## src/rtl/m3_rob_writeback_pkg.sv

```systemverilog
// Shared widths and the packed result word carried from M3 to the ROB write port.
package m3_rob_writeback_pkg;

  localparam int WORD_SIZE       = 32;
  localparam int INSTR_TYPE_SZ   = 3;
  localparam int ROB_ENTRY_WIDTH = 3;
  localparam int M3_WB_DEPTH     = 4;
  localparam int CNT_W           = $clog2(M3_WB_DEPTH) + 1;

  typedef logic [WORD_SIZE-1:0]       word_t;
  typedef logic [INSTR_TYPE_SZ-1:0]   instr_type_t;
  typedef logic [ROB_ENTRY_WIDTH-1:0] rob_id_t;
  typedef logic [CNT_W-1:0]           count_t;

  typedef struct packed {
    instr_type_t instr_type;
    word_t       pc;
    word_t       value;
    rob_id_t     rob_id;
  } wb_entry_t;

endpackage

```

## src/rtl/m3_rob_writeback_if.sv

```systemverilog
// M3-result input side and ROB result-write side of the writeback buffer.
interface m3_rob_writeback_if
  import m3_rob_writeback_pkg::*;
  ();

  logic        flush;
  logic        valid_in;
  instr_type_t instruction_type_in;
  word_t       pc_in;
  word_t       aluResult_in;
  rob_id_t     rob_id_in;
  logic        stall_out;

  logic        rob_wr_valid;
  logic        rob_wr_ready;
  instr_type_t rob_wr_type;
  word_t       rob_wr_pc;
  word_t       rob_wr_value;
  rob_id_t     rob_wr_id;

  count_t      count_out;
  logic        overflow_err;

  modport master (
    output flush, valid_in, instruction_type_in, pc_in, aluResult_in, rob_id_in, rob_wr_ready,
    input  stall_out, rob_wr_valid, rob_wr_type, rob_wr_pc, rob_wr_value, rob_wr_id,
           count_out, overflow_err
  );

  modport slave (
    input  flush, valid_in, instruction_type_in, pc_in, aluResult_in, rob_id_in, rob_wr_ready,
    output stall_out, rob_wr_valid, rob_wr_type, rob_wr_pc, rob_wr_value, rob_wr_id,
           count_out, overflow_err
  );

endinterface

```

## src/rtl/m3_rob_writeback_sync_fifo.sv

```systemverilog
// Power-of-two synchronous FIFO with occupancy count and synchronous clear.
module m3_rob_writeback_sync_fifo #(
  parameter  int WIDTH = 8,
  parameter  int DEPTH = 4,
  localparam int PTR_W = $clog2(DEPTH),
  localparam int CNT_W = PTR_W + 1
) (
  input  logic             clk,
  input  logic             rst_n,
  input  logic             clear,
  input  logic             push,
  input  logic             pop,
  input  logic [WIDTH-1:0] wdata,
  output logic [WIDTH-1:0] rdata,
  output logic             full,
  output logic             empty,
  output logic [CNT_W-1:0] count
);

  localparam logic [CNT_W-1:0] DEPTH_C = CNT_W'(DEPTH);

  logic [WIDTH-1:0] mem_q [DEPTH];
  logic [PTR_W-1:0] wr_ptr_q, wr_ptr_d;
  logic [PTR_W-1:0] rd_ptr_q, rd_ptr_d;
  logic [CNT_W-1:0] count_q, count_d;
  logic             do_push, do_pop;

  assign full    = (count_q == DEPTH_C);
  assign empty   = (count_q == '0);
  assign count   = count_q;
  assign rdata   = mem_q[rd_ptr_q];
  assign do_push = push && !full;
  assign do_pop  = pop && !empty;

  // Pointers wrap for free because DEPTH is a power of two.
  always_comb begin
    wr_ptr_d = wr_ptr_q;
    rd_ptr_d = rd_ptr_q;
    count_d  = count_q;
    if (clear) begin
      wr_ptr_d = '0;
      rd_ptr_d = '0;
      count_d  = '0;
    end else begin
      if (do_push) wr_ptr_d = wr_ptr_q + 1'b1;
      if (do_pop)  rd_ptr_d = rd_ptr_q + 1'b1;
      count_d = count_q + CNT_W'(do_push) - CNT_W'(do_pop);
    end
  end

  // NOTE: sequential state uses non-blocking assignments so every flop samples pre-edge values.
  always_ff @(posedge clk or negedge rst_n) begin
    if (!rst_n) begin
      wr_ptr_q <= '0;
      rd_ptr_q <= '0;
      count_q  <= '0;
    end else begin
      wr_ptr_q <= wr_ptr_d;
      rd_ptr_q <= rd_ptr_d;
      count_q  <= count_d;
    end
  end

  // NOTE: storage has no reset; count and pointers alone decide which words are meaningful.
  always_ff @(posedge clk) begin
    if (do_push && !clear) mem_q[wr_ptr_q] <= wdata;
  end

endmodule

```

## src/rtl/m3_rob_writeback.sv

```systemverilog
// Buffers M3 results in order ahead of the ROB write port; stalls M3 when full.
module m3_rob_writeback
  import m3_rob_writeback_pkg::*;
(
  input logic               clk,
  input logic               reset_n,
  m3_rob_writeback_if.slave wb
);

  wb_entry_t push_entry, head_entry;
  logic      full, empty, push, pop;
  logic      overflow_err_q, overflow_err_d;

  assign push_entry = '{instr_type: wb.instruction_type_in,
                        pc:         wb.pc_in,
                        value:      wb.aluResult_in,
                        rob_id:     wb.rob_id_in};

  // A result arriving during a flush belongs to the squashed path and is dropped.
  assign push = wb.valid_in && !full && !wb.flush;
  assign pop  = !empty && wb.rob_wr_ready;

  m3_rob_writeback_sync_fifo #(
    .WIDTH ($bits(wb_entry_t)),
    .DEPTH (M3_WB_DEPTH)
  ) u_fifo (
    .clk   (clk),
    .rst_n (reset_n),
    .clear (wb.flush),
    .push  (push),
    .pop   (pop),
    .wdata (push_entry),
    .rdata (head_entry),
    .full  (full),
    .empty (empty),
    .count (wb.count_out)
  );

  always_comb begin
    overflow_err_d = overflow_err_q;
    if (wb.flush)                overflow_err_d = 1'b0;
    else if (wb.valid_in && full) overflow_err_d = 1'b1;
  end

  always_ff @(posedge clk or negedge reset_n) begin
    if (!reset_n) overflow_err_q <= 1'b0;
    else          overflow_err_q <= overflow_err_d;
  end

  assign wb.stall_out    = full;
  assign wb.overflow_err = overflow_err_q;
  assign wb.rob_wr_valid = !empty;
  assign wb.rob_wr_type  = head_entry.instr_type;
  assign wb.rob_wr_pc    = head_entry.pc;
  assign wb.rob_wr_value = head_entry.value;
  assign wb.rob_wr_id    = head_entry.rob_id;

endmodule

```

## src/flat_wrapper.sv

```systemverilog
// flat-port wrapper written by rule: the top's interface ports become plain ports
module m3_rob_writeback_flat import m3_rob_writeback_pkg::*;
  (clk, reset_n, wb_flush, wb_valid_in, wb_instruction_type_in, wb_pc_in, wb_aluResult_in, wb_rob_id_in, wb_rob_wr_ready, wb_stall_out, wb_rob_wr_valid, wb_rob_wr_type, wb_rob_wr_pc, wb_rob_wr_value, wb_rob_wr_id, wb_count_out, wb_overflow_err);
  m3_rob_writeback_if wb_i ();
  input logic clk;
  input logic reset_n;
  input wire logic [$bits(wb_i.flush)-1:0] wb_flush;
  input wire logic [$bits(wb_i.valid_in)-1:0] wb_valid_in;
  input wire logic [$bits(wb_i.instruction_type_in)-1:0] wb_instruction_type_in;
  input wire logic [$bits(wb_i.pc_in)-1:0] wb_pc_in;
  input wire logic [$bits(wb_i.aluResult_in)-1:0] wb_aluResult_in;
  input wire logic [$bits(wb_i.rob_id_in)-1:0] wb_rob_id_in;
  input wire logic [$bits(wb_i.rob_wr_ready)-1:0] wb_rob_wr_ready;
  output wire logic [$bits(wb_i.stall_out)-1:0] wb_stall_out;
  output wire logic [$bits(wb_i.rob_wr_valid)-1:0] wb_rob_wr_valid;
  output wire logic [$bits(wb_i.rob_wr_type)-1:0] wb_rob_wr_type;
  output wire logic [$bits(wb_i.rob_wr_pc)-1:0] wb_rob_wr_pc;
  output wire logic [$bits(wb_i.rob_wr_value)-1:0] wb_rob_wr_value;
  output wire logic [$bits(wb_i.rob_wr_id)-1:0] wb_rob_wr_id;
  output wire logic [$bits(wb_i.count_out)-1:0] wb_count_out;
  output wire logic [$bits(wb_i.overflow_err)-1:0] wb_overflow_err;
  assign wb_i.flush = wb_flush;
  assign wb_i.valid_in = wb_valid_in;
  assign wb_i.instruction_type_in = wb_instruction_type_in;
  assign wb_i.pc_in = wb_pc_in;
  assign wb_i.aluResult_in = wb_aluResult_in;
  assign wb_i.rob_id_in = wb_rob_id_in;
  assign wb_i.rob_wr_ready = wb_rob_wr_ready;
  assign wb_stall_out = wb_i.stall_out;
  assign wb_rob_wr_valid = wb_i.rob_wr_valid;
  assign wb_rob_wr_type = wb_i.rob_wr_type;
  assign wb_rob_wr_pc = wb_i.rob_wr_pc;
  assign wb_rob_wr_value = wb_i.rob_wr_value;
  assign wb_rob_wr_id = wb_i.rob_wr_id;
  assign wb_count_out = wb_i.count_out;
  assign wb_overflow_err = wb_i.overflow_err;
  m3_rob_writeback u_core (.clk(clk), .reset_n(reset_n), .wb(wb_i));
endmodule
```

## config.mk

```make
export PLATFORM = sky130hd
export DESIGN_NAME = m3_rob_writeback_flat
export DESIGN_NICKNAME = d
export VERILOG_FILES = /design/src/rtl/m3_rob_writeback_pkg.sv /design/src/rtl/m3_rob_writeback_if.sv /design/src/rtl/m3_rob_writeback_sync_fifo.sv /design/src/rtl/m3_rob_writeback.sv /design/src/flat_wrapper.sv
export SDC_FILE = /design/constraint.sdc
export NUM_CORES = 1
export LEC_CHECK = 0
export ABC_AREA = 1
export BUFFER_PORTS_ARGS = -buffer_cell sky130_fd_sc_hd__buf_4
export CORE_ASPECT_RATIO = 1.25
export CORE_MARGIN = 8
export CORE_UTILIZATION = 61
export DETAILED_ROUTE_END_ITERATION = 12
export GPL_TIMING_DRIVEN = 0
export PLACE_DENSITY = 0.9
export SLEW_MARGIN = 20
export SYNTH_ARGS = -nofsm -noshare
export SYNTH_HDL_FRONTEND = slang
export SYNTH_SLANG_ARGS = --single-unit
```

## constraint.sdc

```tcl
create_clock -name clk -period 7.36 [get_ports clk]
set_input_delay 2.208 -clock clk [delete_from_list [all_inputs] [get_ports clk]]
set_output_delay 2.208 -clock clk [all_outputs]
set_load 0.005 [all_outputs]
```

==> results.toml <==
[synthesis]
synthTopCellsByArea = "edfxtp_1, nor2_1, o21ai_0, o22ai_1, dfrtp_1"
synth_adder_area_share_pct = 0.870
yosysSeqAreaShare_pct = 78.8
syn_area_per_cell_um2 = 14.7
synth_top_family_by_area = "compound AO/OA/AOI/OAI gates"
synth_largest_area_cell = "edfxtp_1"
async_reset_ff_share_pct = 2.78
synth_mux_area_share_pct = 0
synth_xor_area_share_pct = 0
syn_inst = 744
ys_seq_elements = 288
synth_edf_count = 280
synthFlopType = "edfxtp_1"
synth_nets = 826
synth-simple-area-share_pct = 6.10
synth_area_um2 = 10900
yosysTopAreaCellShare_pct = 76.9
synth_compound_area_share_pct = 10.5
ys.warnings.count = 0
synthDistinctLibCells = 23

[critical_path]
r2r_slack_ns = 4.96
path_max_fanout = 10
start_kind = "register"
worstSetupPathType = "reg2out"
crit_required_ns = 5.15
endpoint_kind = "output port"
cp.arrival_ns = 2.17

[cts]
postCtsSetupRepairBufs = 0
cts_resized = 0
cts_buffers = 27
path_clk_slew_ns = 0.06
cts_sinks = 288
cts_tree = "built"
clk_latency_ns = 0.52
clockBufferDepth = 3
h-tree-depth = 1
clock-root-buffer = "clkbuf_16"
holdBufCountCts = 0

[detailed_routing]
routed.top_layer = "met4"
ant_nets = 0
wl_met3_um = 1850
avgViaCountPerCell = 5.90
wl_met2_um = 12800
drtPass1Iterations = 5
drt_iter0_markers = 629
avgRoutedWirePerCell_um = 20.9
wl_met1_um = 9050
routed-via-count = 6943
route.detailed.drc = 0
drt_wl_total_um = 24600

[floorplan]
die_x_um = 136
die_area_um2 = 22500
rows = 54
io_pins = 151
coreArea_um2 = 17500
start_util_pct = 62.5
die_h_um = 166

[power]
p_seq_share_pct = 43.6
power.switching_w = 0.00131
p_sw_share_pct = 29.2
ir_drop_mv = 0.333
clkPwrFrac_pct = 28.2
powerDensity_nw_per_um2 = 334
combPwrFrac_pct = 28.2
p_leak_nw = 4.85
p_int_w = 0.00318

[status]
status = "complete, no violations"

[worst_hold_path]
hp-class = "reg2reg"

[global_routing]
grt_pass1_vias = 7031
overflow = 0
antenna_found_initial = 0
grt_max_degree = 25
grt_usage_pct = 21.2
grt_pass1_wl_um = 37200

[timing]
setup_violations = 0
final_hold_viol_count = 0
slew_headroom_pct = 60.5
fin_crit_sh_pct = 59.4
achievable-frequency_mhz = 229
final-max-slew-violation-count = 0
setup_ws_ns = 2.99
worst_pin_slew_ns = 0.592
fin_worst_hold_slack_ns = 0.541
clock_skew_ns = 0.0162
period_minus_slack_ns = 4.37
grt_setup_unrepaired = "false"

[final_layout]
layout_common_cells = "edfxtp_1, buf_4, nor2_1"
final_cell_area_um2 = 13400
drive_gt1_share_pct = 25.7
diodes = 0
nets = 1017
utilization_pct = 76.8
final_common_cell = "edfxtp_1"
area_growth_pct = 23.0

[place]
dpl.hpwl_um = 15900
placedInstanceArea_um2 = 12600
place_congestion = 0.751
port_buffers = 150
pre_cts_slack_ns = 3.13

[flow_run]
drv_cap = 0
==> kinds of logic after synthesis <==
group           after synthesis
fa+ha+maj                     7
flops                       288
simple gates                173
compound gates              212
buf+inv                      64
==> final cells by class <==
class / instances / area [um2]
sequential: 288 / 8610
fill: 985 / 4060
multi-input combinational: 392 / 1940
timing repair buffer: 162 / 1400
clock buffer: 32 / 694
buffer: 46 / 330
tap: 224 / 280
clock inverter: 15 / 110
inverter: 18 / 80.1
==> per-layer routing <==
layer | global-route usage [%] | vias to the layer above
li1 | - | 3164
met5 | 0 | -
met4 | 8.66 | 0
met2 | 36.6 | 311
met3 | 3.93 | 59
met1 | 25.4 | 3409
==> critical path: stages, from the launching register on <==
cell,delay [ns]
dfrtp_1,0.38
buf_6,0.16
clkinv_4,0.08
clkbuf_1,0.41
o21ai_0,0.20
o22ai_1,0.24
buf_4,0.16
==> cell usage after synthesis (2+ instances only) <==
library cell    n
nand2_1        11
buf_2          13
o21ai_0       111
edfxtp_1      280
clkbuf_1        6
buf_4           6
clkbuf_2        7
inv_1          16
a21oi_1         2
nand4_1         2
ha_1            6
o22ai_1        70
nor2_1        151
o21ai_1        29
dfrtp_1         8
nand3_1         8
buf_6          12
==> power groups by stage <==
stage               Clock (W)  Combinational [W]  Sequential (W)
floorplan                   0           0.000619         0.00200
detailed placement          0            0.00127         0.00199
finish                0.00127            0.00127         0.00196
global placement            0            0.00119         0.00201
CTS                   0.00127            0.00128         0.00196
global route          0.00134            0.00138         0.00197
==> flip-flops by register name, summed over array words and instances (netlist names) <==
register                cells
u_core.u_fifo.rd_ptr_q      2
u_core.u_fifo.mem_q       280
u_core.u_fifo.wr_ptr_q      2
u_core.wb.overflow_err      1
u_core.u_fifo.count         3
==> per-stage QoR <==
| stage | power, W | std cells | setup TNS [ns] |
|---|---|---|---|
| global placement | 0.00320 | 1118 | -214.45 |
| detailed placement | 0.00326 | 1130 | 0 |
| floorplan | 0.00262 | 744 | 0 |
| global route | 0.00468 | 1177 | 0 |
| finish | 0.00450 | 1177 | 0 |
| CTS | 0.00451 | 1177 | 0 |
==> path summary, 6_finish.rpt <==
check	endpoint	depth (start not counted)	startpoint
worst min-delay path	u_core.wb.overflow_err	2	u_core.wb.overflow_err
worst max register to register	u_core.u_fifo.count[2]	10	u_core.u_fifo.count[1]
worst min register to register	u_core.wb.overflow_err	2	u_core.wb.overflow_err
max in group asynchronous	u_core.wb.overflow_err	1	reset_n
min in group asynchronous	u_core.u_fifo.count[0]	1	reset_n
worst max-delay path	wb_rob_wr_value[25]	6	u_core.u_fifo.rd_ptr_q[1]
(Power assumes the default switching activity.)
